--- config.mk ---
export PLATFORM = sky130hd
export DESIGN_NAME = match_controller
export DESIGN_NICKNAME = d
export VERILOG_FILES = /design/src/rtl/game_pkg.sv /design/src/rtl/sec_timer.sv /design/src/rtl/match_controller.sv
export SDC_FILE = /design/constraint.sdc
export NUM_CORES = 1
export LEC_CHECK = 0
export BUFFER_PORTS_ARGS = -buffer_cell sky130_fd_sc_hd__buf_2
export CAP_MARGIN = 40
export CORE_ASPECT_RATIO = 0.75
export CORE_MARGIN = 8
export CORE_UTILIZATION = 40
export DETAILED_ROUTE_END_ITERATION = 6
export GPL_TIMING_DRIVEN = 1
export MAX_ROUTING_LAYER = met4
export SLEW_MARGIN = 15
export SYNTH_ARGS = -nofsm -noshare
export SYNTH_HDL_FRONTEND = slang
export SYNTH_SLANG_ARGS = --single-unit
--- constraint.sdc ---
create_clock -name clk -period 2.34 [get_ports clk]
set_clock_uncertainty 0.05 [all_clocks]
set_input_delay 0.117 -clock clk [delete_from_list [all_inputs] [get_ports clk]]
set_output_delay 0.117 -clock clk [all_outputs]
set_load 0.01 [all_outputs]
--- src/rtl/game_pkg.sv ---
// Shared game definitions: state encoding, winner codes, default timing constants.
package game_pkg;

    typedef enum logic [2:0] {
        ST_IDLE       = 3'd0,
        ST_ROUND_INIT = 3'd1,
        ST_COUNTDOWN  = 3'd2,
        ST_FIGHT      = 3'd3,
        ST_ROUND_END  = 3'd4,
        ST_MATCH_OVER = 3'd5
    } game_state_e;

    localparam logic [1:0] WIN_NONE = 2'd0;
    localparam logic [1:0] WIN_P1   = 2'd1;
    localparam logic [1:0] WIN_P2   = 2'd2;
    localparam logic [1:0] WIN_DRAW = 2'd3;

    localparam int unsigned DEF_TICKS_PER_SEC     = 20;
    localparam int unsigned DEF_ROUND_SECONDS     = 60;
    localparam int unsigned DEF_COUNTDOWN_SECONDS = 3;
    localparam int unsigned DEF_KO_HOLD_TICKS     = 40;
    localparam int unsigned DEF_WINS_TO_MATCH     = 2;

    localparam int unsigned SEC_W    = 7;
    localparam int unsigned HEALTH_W = 9;
    localparam int unsigned WINS_W   = 2;
    localparam int unsigned ROUND_W  = 3;

    localparam logic [ROUND_W-1:0] ROUND_MAX = 3'd7;

endpackage

--- src/rtl/sec_timer.sv ---
// Tick prescaler plus loadable seconds down-counter shared by countdown and fight.
module sec_timer
    import game_pkg::*;
#(
    parameter int unsigned TICKS_PER_SEC = DEF_TICKS_PER_SEC
) (
    input  logic             clk,
    input  logic             reset,
    input  logic             tick,
    input  logic             en,
    input  logic             clear,
    input  logic             load,
    input  logic [SEC_W-1:0] load_val,
    output logic [SEC_W-1:0] secs,
    output logic             sec_c,
    output logic             zero_next_c
);

    localparam int unsigned PRE_W = (TICKS_PER_SEC > 1) ? $clog2(TICKS_PER_SEC) : 1;

    logic [PRE_W-1:0] presc_q, presc_d;
    logic [SEC_W-1:0] secs_q, secs_d;

    // One-second boundary: last tick of the current prescaler period.
    assign sec_c       = en && tick && (presc_q == PRE_W'(TICKS_PER_SEC - 1));
    // Next decrement lands on zero (or the counter is already empty).
    assign zero_next_c = (secs_q <= SEC_W'(1));
    assign secs        = secs_q;

    // Prescaler advance/clear and seconds load/decrement.
    always_comb begin
        presc_d = presc_q;
        secs_d  = secs_q;
        if (clear) begin
            presc_d = '0;
        end else if (en && tick) begin
            presc_d = sec_c ? '0 : presc_q + PRE_W'(1);
        end
        if (load) begin
            secs_d = load_val;
        end else if (sec_c && (secs_q != '0)) begin
            secs_d = secs_q - SEC_W'(1);
        end
    end

    // Timer registers.
    always_ff @(posedge clk or negedge reset) begin
        if (!reset) begin
            presc_q <= '0;
            secs_q  <= '0;
        end else begin
            presc_q <= presc_d;
            secs_q  <= secs_d;
        end
    end

endmodule

--- src/rtl/match_controller.sv ---
// Round/match sequencing for a two-player fighting game.
module match_controller
    import game_pkg::*;
#(
    parameter int unsigned TICKS_PER_SEC     = DEF_TICKS_PER_SEC,
    parameter int unsigned ROUND_SECONDS     = DEF_ROUND_SECONDS,
    parameter int unsigned COUNTDOWN_SECONDS = DEF_COUNTDOWN_SECONDS,
    parameter int unsigned KO_HOLD_TICKS     = DEF_KO_HOLD_TICKS,
    parameter int unsigned WINS_TO_MATCH     = DEF_WINS_TO_MATCH
) (
    input  logic                clk,
    input  logic                reset,
    input  logic                tick,
    input  logic                start,
    input  logic [HEALTH_W-1:0] health_1,
    input  logic [HEALTH_W-1:0] health_2,
    output logic [2:0]          game_state,
    output logic                input_enable,
    output logic                round_reset,
    output logic [SEC_W-1:0]    timer_sec,
    output logic [WINS_W-1:0]   wins_1,
    output logic [WINS_W-1:0]   wins_2,
    output logic [ROUND_W-1:0]  round_num,
    output logic [1:0]          winner
);

    localparam int unsigned HOLD_W = (KO_HOLD_TICKS > 1) ? $clog2(KO_HOLD_TICKS) : 1;

    game_state_e         state_q, state_d;
    logic                start_q;
    logic                round_reset_q, round_reset_d;
    logic [WINS_W-1:0]   wins_1_q, wins_1_d, wins_2_q, wins_2_d;
    logic [ROUND_W-1:0]  round_num_q, round_num_d;
    logic [1:0]          winner_q, winner_d;
    logic [HOLD_W-1:0]   hold_q, hold_d;

    logic                start_press;
    logic                tmr_en, tmr_load, tmr_clear;
    logic [SEC_W-1:0]    tmr_load_val;
    logic                sec_c, zero_next_c;
    logic [1:0]          result;

    assign start_press = start && !start_q;
    // Every state entry restarts the prescaler so each second is a full period.
    assign tmr_clear   = (state_d != state_q);

    sec_timer #(
        .TICKS_PER_SEC (TICKS_PER_SEC)
    ) u_sec_timer (
        .clk         (clk),
        .reset       (reset),
        .tick        (tick),
        .en          (tmr_en),
        .clear       (tmr_clear),
        .load        (tmr_load),
        .load_val    (tmr_load_val),
        .secs        (timer_sec),
        .sec_c       (sec_c),
        .zero_next_c (zero_next_c)
    );

    // Next-state, scoring and timer control.
    always_comb begin
        state_d      = state_q;
        wins_1_d     = wins_1_q;
        wins_2_d     = wins_2_q;
        round_num_d  = round_num_q;
        winner_d     = winner_q;
        hold_d       = hold_q;
        tmr_en       = 1'b0;
        tmr_load     = 1'b0;
        tmr_load_val = '0;
        result       = WIN_NONE;

        case (state_q)
            ST_IDLE: begin
                if (start_press) begin
                    wins_1_d    = '0;
                    wins_2_d    = '0;
                    round_num_d = ROUND_W'(1);
                    winner_d    = WIN_NONE;
                    state_d     = ST_ROUND_INIT;
                end
            end
            ST_ROUND_INIT: begin
                tmr_load     = 1'b1;
                tmr_load_val = SEC_W'(COUNTDOWN_SECONDS);
                state_d      = ST_COUNTDOWN;
            end
            ST_COUNTDOWN: begin
                tmr_en = 1'b1;
                if (sec_c && zero_next_c) begin
                    tmr_load     = 1'b1;
                    tmr_load_val = SEC_W'(ROUND_SECONDS);
                    state_d      = ST_FIGHT;
                end
            end
            ST_FIGHT: begin
                tmr_en = 1'b1;
                if (tick) begin
                    if ((health_1 == '0) && (health_2 == '0)) begin
                        result = WIN_DRAW;
                    end else if (health_1 == '0) begin
                        result = WIN_P2;
                    end else if (health_2 == '0) begin
                        result = WIN_P1;
                    end else if (sec_c && zero_next_c) begin
                        if (health_1 > health_2) begin
                            result = WIN_P1;
                        end else if (health_2 > health_1) begin
                            result = WIN_P2;
                        end else begin
                            result = WIN_DRAW;
                        end
                    end
                end
                if (result != WIN_NONE) begin
                    winner_d = result;
                    hold_d   = '0;
                    state_d  = ST_ROUND_END;
                    if (result == WIN_P1) begin
                        wins_1_d = wins_1_q + WINS_W'(1);
                    end
                    if (result == WIN_P2) begin
                        wins_2_d = wins_2_q + WINS_W'(1);
                    end
                end
            end
            ST_ROUND_END: begin
                if (tick) begin
                    if (hold_q == HOLD_W'(KO_HOLD_TICKS - 1)) begin
                        if ((wins_1_q == WINS_W'(WINS_TO_MATCH)) ||
                            (wins_2_q == WINS_W'(WINS_TO_MATCH))) begin
                            state_d = ST_MATCH_OVER;
                        end else begin
                            round_num_d = (round_num_q == ROUND_MAX) ? ROUND_MAX
                                                                     : round_num_q + ROUND_W'(1);
                            state_d     = ST_ROUND_INIT;
                        end
                    end else begin
                        hold_d = hold_q + HOLD_W'(1);
                    end
                end
            end
            ST_MATCH_OVER: begin
                if (start_press) begin
                    state_d = ST_IDLE;
                end
            end
            default: begin
                state_d = ST_IDLE;
            end
        endcase

        round_reset_d = (state_d == ST_ROUND_INIT);
    end

    // State and scoreboard registers.
    always_ff @(posedge clk or negedge reset) begin
        if (!reset) begin
            state_q       <= ST_IDLE;
            start_q       <= 1'b0;
            round_reset_q <= 1'b0;
            wins_1_q      <= '0;
            wins_2_q      <= '0;
            round_num_q   <= '0;
            winner_q      <= WIN_NONE;
            hold_q        <= '0;
        end else begin
            state_q       <= state_d;
            start_q       <= start;
            round_reset_q <= round_reset_d;
            wins_1_q      <= wins_1_d;
            wins_2_q      <= wins_2_d;
            round_num_q   <= round_num_d;
            winner_q      <= winner_d;
            hold_q        <= hold_d;
        end
    end

    assign game_state   = state_q;
    assign input_enable = (state_q == ST_FIGHT);
    assign round_reset  = round_reset_q;
    assign wins_1       = wins_1_q;
    assign wins_2       = wins_2_q;
    assign round_num    = round_num_q;
    assign winner       = winner_q;

endmodule

# [Word level (Yosys, flattened, before mapping)]
# Cells that the tools add are included.
[op_classes] addsub=6 order_cmp=3 eq_ne=22 mux=45 n_reduce_logical=24
[ops] op="two-way mux 3 bit" count=12
[ops] op="two-way mux 2 bit" count=13
[ops] op="two-way mux 6 bit" count=4
[ops] op="one-hot mux 6 bit (2 select lines)" count=2
[ops] op="> comparator 9 bit" count=2
[ops] op="logical NOT 9 bit" count=2
[ops] op="one-hot mux 3 bit (6 select lines)" count=1
[ops] op="two-way mux 5 bit" count=3
[ops] op="two-way mux 7 bit" count=2
[ops] op="one-hot mux 2 bit (2 select lines)" count=3
[ops] op="AND reduction 4 bit" count=3
[ops] op="nonzero test 2 bit" count=6
[ops] op="!= test 2 bit, second input constant" count=5
[ops] op="== test 3 bit, second input constant" count=3
[ops] op="less-or-equal comparator 7 x 1 -> 1 bit, second input constant" count=1
[ops] op="nonzero test 7 bit" count=1
[ops] op="subtractor 7 x 1 -> 7 bit, second input constant" count=1
[ops] op="adder 6 x 1 -> 6 bit, second input constant" count=1
[ops] op="== test 2 bit, second input constant" count=3
[ops] op="== test 3 x 1 -> 1 bit, second input constant" count=2
[ops] op="== test 3 x 2 -> 1 bit, second input constant" count=2
[ops] op="== test 6 bit, second input constant" count=1
[ops] op="logical AND 1 bit" count=6
[ops] op="!= test 2 x 1 -> 1 bit, second input constant" count=3
[ops] op="15 further kinds" count=18
[totals] register_bits=32 inputBits=22 wordCells=110

# [Depth between registers and ports, before layout]
# Gate-level depths: netlist of run 1.
[depth] depth_word=17 ltp_mapped=9 mapped_depth_nobuf=8

# [By module]
# Synthesis of run 1 repeated with hierarchy kept, for this count alone.
[hier_totals] hier_cells=254 area_unflattened_um2=2313.5
[by_module_without_submodules] module="match_controller" n_inst=1 cells_each=169 area_per_inst_um2=1524.0 seq_area_each_um2=500.5
[by_module_without_submodules] module="sec_timer" n_inst=1 cells_each=85 area_per_inst_um2=789.5 seq_area_each_um2=300.3

# [Worst setup path after synthesis of run 1]
# OpenSTA, ideal clock, no wires.
[synth_timing] path_kind="register to register" startpoint="register u_sec_timer.presc_q[0]" endpoint="register wins_1_q[1] (netlist: wins_1[1])" arrival_ps=2112 required_time_ps=2165 setup_slack_ps=53 stages_incl_launch_ff=8 n_path_buf=0 path_cell_list="dfrtp_1 -> ha_1 -> nand4b_4 -> or3b_1 -> o31ai_2 -> o31ai_1 -> nor4_2 -> mux2_2"
[synth_between] elab_chain_cells=12
[synth_rtl] element="from (decl)" line_no="sec_timer.sv:21" rtl="logic [PRE_W-1:0] presc_q, presc_d;"
[synth_rtl] element="from (signal assigned)" line_no="sec_timer.sv:52" rtl="presc_q <= presc_d;"
[synth_rtl] element="== test 5 bit (*)" line_no="sec_timer.sv:25" rtl="assign sec_c = en && tick && (presc_q == PRE_W'(TICKS_PER_SEC - 1));"
[synth_rtl] element="logical AND 1 bit (*)" line_no="sec_timer.sv:25"
[synth_rtl] element="logical AND 1 bit (*)" line_no="match_controller.sv:107" rtl="end else if (sec_c && zero_next_c) begin"
[synth_rtl] element="two-way mux 2 bit (*)" line_no="match_controller.sv:107"
[synth_rtl] element="two-way mux 2 bit (*)" line_no="match_controller.sv:105" rtl="end else if (health_2 == '0) begin"
[synth_rtl] element="two-way mux 2 bit (*)" line_no="match_controller.sv:103" rtl="end else if (health_1 == '0) begin"
[synth_rtl] element="two-way mux 2 bit (*)" line_no="match_controller.sv:101" rtl="if ((health_1 == '0) && (health_2 == '0)) begin"
[synth_rtl] element="two-way mux 2 bit (*)" line_no="match_controller.sv:100" rtl="if (tick) begin"
[synth_rtl] element="two-way mux 2 bit (*)" line_no="match_controller.sv:75" rtl="case (state_q)"
[synth_rtl] element="== test 2 x 1 -> 1 bit / nonzero test 2 bit (equally long branches)" line_no="match_controller.sv:121, match_controller.sv:117"
[synth_rtl] element="!= test 2 x 1 -> 1 bit (no source line)"
[synth_rtl] element="AND reduction 4 bit (no source line) (*)"
[synth_rtl] element="to (signal assigned)" line_no="match_controller.sv:173" rtl="wins_1_q <= wins_1_d;"
[synth_rtl] element="to (decl)" line_no="match_controller.sv:32" rtl="logic [WINS_W-1:0] wins_1_q, wins_1_d, wins_2_q, wins_2_d;"
# Mark *: on every way between the ends. The rest lies on a longest branch, timed or not. The select of a mux whose other input is x is not followed.
# A chain may end at the register's enable or synchronous reset.

# [Worst setup path in the final report of run 1]
# Same ends and word-level chain as after synthesis.

==> results.cfg, run 1 <==
[status]
status = completed

[yosys]
synth_edf_count = 0
synthFlopType = dfrtp_1
syn-num-nets = 284
synth-seq-area-share_pct = 36.0
ys_top_cells_by_area = dfrtp_1 36%, ha_1 9.6%, mux2i_1 4.0%
yosys-top-cells-count = 32 x dfrtp_1, 17 x ha_1, 17 x nand2_1, 17 x nor2_1, 16 x nand3_1
yosysTopAreaCellShare_pct = 36.0
syn_area_um2 = 2220
ys_warn_count = 0
yosysMostFrequentCell = dfrtp_1
ys_types = 51
async_reset_ff_share_pct = 100
synth_cells = 245
synth_top_cell_by_area = dfrtp_1
avgSynthCellArea_um2 = 9.08
ys_seq_elements = 32

[critical_path]
crit_required_ns = 2.46
cp-endpoint = wins_1[1]
setup.worst_path.end_class = flip-flop
r2r_end = wins_1[1]
worstRegToRegCells = 7
startpoint_type = flip-flop
crit_fanout = 4
reg2reg_from = u_sec_timer.presc_q[0]
critical_path_arrival_ns = 2.44
worst-setup-path-type = reg -> reg
worstSetupStartpoint = u_sec_timer.presc_q[0]
reg2reg_setup_slack_ns = 0.03

[pwr]
p_total_uw = 1790
p_switching_uw = 628
p_per_area_nw_per_um2 = 627
p_clk_share_pct = 25.5
seqPwrFrac_pct = 40.4
switching_share_pct = 35.2
p_leak_uw = 0.00141
internal_power_uw = 1160
combPwrFrac_pct = 34.1
peakVddDrop_mv = 0.275

[cells_and_area]
regArea_um2 = 802
num-fill-cells = 517
fin_nets = 351
multi_input_comb_area_um2 = 1390
area_delta_synth_final_pct = 28.2
n_antenna_cell = 0
fin_cells = 388
final_area_um2 = 2850
drive_above_1_share_pct = 31.0

[timing]
tightest_slew_ns = 0.767
fmax_ghz = 0.432
max_slew_margin_pct = 48.9
rsz0062_at_grt = yes
finalMaxSlewViolations = 0
hold_ws_ns = 0.285
finalSetupViolCount = 0
timing.final.crit_share_pct = 98.8
final_hold_viol_count = 0
period_needed_ns = 2.31

[placement]
place_congestion = 0.837
place_area_um2 = 2620
dp_hpwl_um = 4420
io_buffers = 42
placedCellCount = 371

[clocking]
cts.sinks = 32
cts_buffers = 5
path_clk_slew_ns = 0.08
root_buffer = clkbuf_8
cts_tree = yes
worst_skew_pair.late_latency_ns = 0.29
htreeDepth = 2
cts_buffer_depth = 2

[grt]
grt_antenna_before_repair = 0
grt_usage_pct = 15.3
grt_max_degree = 33
grt_pass1_vias = 1932
grt_first_pass_wirelength_um = 9580
overflow = 0

[floorplan]
num_io_pins = 43
rows = 23
die_w_um = 102
die_h_um = 80.6
dieArea_um2 = 8230
design.core.area_um2 = 5350
start_util_pct = 41.6

[run]
drv_cap = 0

[hold_path]
hold_class = in -> reg

[drt]
antenna_left = 0
routed_wl_um = 5950
avgRoutedWirePerCell_um = 15.3
drcViolationCount = 0
avgViaCountPerCell = 5.15
first_pass_iters = 4
drtIter0Drc = 67
vias = 1999
timing repair:
action,CTS,global route
hold buffers,2,0
gates resized for setup,2,11
endpoints found under the hold margin,33,0
pin swaps,1,9
cloned,0,0
setup buffers,0,7
setup endpoints to repair,8,16
cell usage in the layout (no fill, tap or decap), types with 2 or more instances in the layout:
master / n
nor3_1: 12
o211ai_1: 4
nand3_2: 2
or3_1: 4
and3_1: 7
nand2b_1: 3
xnor2_1: 3
clkinv_2: 2
nand2_1: 17
nor2b_1: 2
and2_1: 4
mux2i_1: 9
dlygate4sd3_1: 2
nor2_1: 17
clkbuf_8: 6
o21ai_0: 10
nor3_2: 2
a21oi_1: 15
xor2_1: 3
nand3_1: 15
mux2_2: 4
dfrtp_1: 31
o31ai_4: 2
buf_4: 25
nor3b_1: 4
nand4_1: 4
a31oi_1: 2
nor4_1: 2
inv_1: 15
ha_1: 16
buf_2: 42
cell families (layout without fill, tap and decap cells):
logic type      Yosys count  after routing  synth area share (%)
compound gates           46             46                  13.9
xor+xnor                  6              6                  2.36
mux                      14             14                  6.58
flops                    32             32                  36.0
simple gates            106            106                  27.2
fa+ha+maj                17             17                  9.56
buf+inv                  24             92                  4.33
worst max-delay path: stages (launching register included):
cell and delay (ns):
dfrtp_1 0.36, ha_2 0.21, nand4b_4 0.11, or3b_4 0.43, o31ai_4 0.24, o31ai_4 0.13
nor4_4 0.34, mux2_4 0.33
per-layer routing:
layer | global-route usage (%) | wire length [um]
met1 | 21.0 | 3170
met2 | 21.3 | 2530
met3 | 4.23 | 206
met4 | 3.94 | 45
met5 | - | 0
cell type report:
| type | instances | share of cell area, % |
|---|---|---|
| sequential | 32 | 28.1 |
| timing repair buffer | 69 | 14.7 |
| clock inverter | 2 | 0.351 |
| clock buffer | 6 | 2.90 |
| multi-input combinational | 189 | 48.7 |
| tap | 75 | 3.29 |
| inverter | 15 | 1.97 |
per-stage QoR:
| step | setup slack, ns | util [%] | setup TNS [ns] |
|---|---|---|---|
| 5_1_grt | -0.0815 | 53.3 | -0.298 |
| 6_report | 0.0270 | 53.3 | 0 |
| 4_1_cts | -0.0104 | 51.2 | -0.0104 |
| 2_1_floorplan | 0.0531 | - | 0 |
| 3_5_place_dp | -0.0126 | 49.0 | -0.0126 |
| 3_3_place_gp | 0.0246 | 49.0 | 0 |
power by group through the flow:
stage               logic [uW]  registers, uW  clock network [uW]
floorplan                  303            731                   0
global placement           508            722                   0
detailed placement         515            724                   0
CTS                        529            716                 467
global route               687            736                 500
finish                     609            723                 455
registers in the layout (all words and copies together), names as in the netlist:
signal / flops
winner: 2
hold_q: 6
u_sec_timer.secs: 7
game_state: 3
round_reset: 1
wins_2: 2
wins_1: 2
start_q: 1
round_num: 3
u_sec_timer.presc_q: 5
worst min-delay path by stage:
| stage | start | to | slack, ns | cells after the start |
|---|---|---|---|---|
| floorplan | reset | game_state[0] | -0.23 | 0 |
| global placement | reset | u_sec_timer.secs[0] | 0.17 | 1 |
| detailed placement | reset | u_sec_timer.secs[5] | 0.18 | 1 |
| CTS | tick | u_sec_timer.presc_q[2] | 0.20 | 4 |
| global route | tick | hold_q[2] | 0.30 | 4 |
| finish | tick | hold_q[2] | 0.29 | 4 |
Note: power is estimated with default switching activity, not from simulation.
==> run 2: changes to the inputs <==
--- a/config.mk
+++ b/config.mk
@@ -5,12 +5,12 @@
 export SDC_FILE = /design/constraint.sdc
 export NUM_CORES = 1
 export LEC_CHECK = 0
-export BUFFER_PORTS_ARGS = -buffer_cell sky130_fd_sc_hd__buf_2
 export CAP_MARGIN = 40
 export CORE_ASPECT_RATIO = 0.75
 export CORE_MARGIN = 8
 export CORE_UTILIZATION = 40
 export DETAILED_ROUTE_END_ITERATION = 6
+export DONT_BUFFER_PORTS = 1
 export GPL_TIMING_DRIVEN = 1
 export MAX_ROUTING_LAYER = met4
 export SLEW_MARGIN = 15
==> results.cfg, run 2 (synthesized netlist as in run 1, its figures left out) <==
[drt]
first_pass_iters = 4
routed_wl_um = 5700
drcViolationCount = 0
avgRoutedWirePerCell_um = 16.4
drtIter0Drc = 71
vias = 1905
route.met3.wl_um = 414
dr.max_layer_used = met4
avgViaCountPerCell = 5.49
wl_met2_um = 2390
met1_length_um = 2850
antenna_left = 0

[timing]
period_needed_ns = 2.21
fin_tns_setup_ns = 0
finalSetupViolCount = 0
setup_slack_ns = 0.126
final_hold_viol_count = 0
fmax_ghz = 0.452
tightest_slew_ns = 0.556
finalMaxSlewViolations = 0
rsz0062_at_grt = no
max_slew_margin_pct = 62.7
timing.final.crit_share_pct = 94.6

[critical_path]
worst-setup-path-type = reg -> reg
worstSetupStartpoint = u_sec_timer.presc_q[1]
slowest_delay_ns = 0.48
reg2reg_from = u_sec_timer.presc_q[1]
reg2reg_setup_slack_ns = 0.13
crit_required_ns = 2.50
cp-endpoint = u_sec_timer.presc_q[0]
crit_fanout = 6
startpoint_type = flip-flop
r2r_end = u_sec_timer.presc_q[0]
worstRegToRegCells = 8
path_cells = ha_2, nand4b_4, buf_4, nor3b_4, nand3_2, o41a_4, a32o_2, nor3_2
setup.worst_path.end_class = flip-flop
slowest_stage = o41a_4
critical_path_arrival_ns = 2.37

[cells_and_area]
layout_commonest_cell = dfrtp_1
fin_nets = 311
multi_input_comb_area_um2 = 1360
regArea_um2 = 802
n_antenna_cell = 0
largest_reg_flops = 7
num-fill-cells = 540
finish.utilization_pct = 49.5
final_cell_mix = 31 x dfrtp_1, 25 x buf_4, 17 x nor2_1, 17 x nand2_1, 16 x ha_1
area_delta_synth_final_pct = 19.0
drive_above_1_share_pct = 19.9

[clocking]
cts_tree = yes
root_buffer = clkbuf_8
cts_buffer_depth = 2
path_clk_slew_ns = 0.07
cts.sinks = 32
htreeDepth = 2
worst_skew_pair.late_latency_ns = 0.28
cts_buffers = 5

[placement]
io_buffers = 0
dpl_worst_slack_ns = 0.00667
dp_hpwl_um = 4410
place_congestion = 0.830

[floorplan]
die_w_um = 102
start_util_pct = 41.6
design.core.area_um2 = 5350
dieArea_um2 = 8230
die_h_um = 80.6
num_io_pins = 43
rows = 23

[grt]
overflow = 0
grt_antenna_before_repair = 0
grt_first_pass_wirelength_um = 9580
grt_max_degree = 33
grt_pass1_vias = 1874
grt_usage_pct = 15.3

[hold_path]
hold_class = in -> reg
min_path_cells = 2

[pwr]
peakVddDrop_mv = 0.321
p_per_area_nw_per_um2 = 649
p_leak_uw = 0.00125

[status]
status = completed

[run]
drv_cap = 0
-- run 2: repair_timing --
action / 4_1_cts / 5_1_grt
hold buffers: 4 / 0
cloned: 0 / 0
setup buffers: 0 / 1
hold endpoints to repair: 37 / 0
setup endpoints to repair: 1 / 10
pin swaps: 4 / 3
gates resized for setup: 5 / 5
-- run 2: worst min-delay path by stage --
stage	startpoint	end	slack [ns]
floorplan	reset	game_state[0]	-0.23
global placement	reset	u_sec_timer.secs[0]	-0.23
detailed placement	reset	u_sec_timer.secs[2]	-0.23
CTS	tick	game_state[1]	0.01
global route	tick	game_state[1]	0.008
finish	tick	game_state[1]	0.02
-- run 2: metrics by stage --
| step | total power [uW] | cells | hold WS [ns] | cell area, um^2 |
|---|---|---|---|---|
| global placement | 1200 | 335 | -0.228 | 2460 |
| detailed placement | 1210 | 335 | -0.227 | 2460 |
| global route | 1830 | 347 | 0.00792 | 2650 |
| floorplan | 1030 | 245 | -0.229 | 2220 |
| CTS | 1710 | 346 | 0.0104 | 2630 |
| finish | 1720 | 347 | 0.0184 | 2650 |
-- run 2: power by group --
part | total (uW) | switching (uW) | internal (uW)
logic | 531 | 290 | 241
registers | 719 | 87.4 | 632
clock network | 468 | 206 | 262
total | 1720 | 584 | 1140
-- run 2: routing by layer --
layer	up-vias	GRT usage, %
met5	-	-
met4	0	4.09
met3	4	5.44
met2	41	21.2
met1	912	20.5
li1	948	-
-- run 2: critical path, delay by kind of cell (launching register included) --
family          cells  cell delay (ns)
compound gates      2             0.81
buf+inv             1             0.16
fa+ha+maj           1             0.21
flops               1             0.35
simple gates        4             0.56
-- run 2: layout make-up --
cell class              count  area share [%]
multi-input cells         189            51.4
repair buffers             29            8.98
well taps                  75            3.54
flip-flops and latches     32            30.3
clock buffers               7            3.64
inverters                  15            2.13
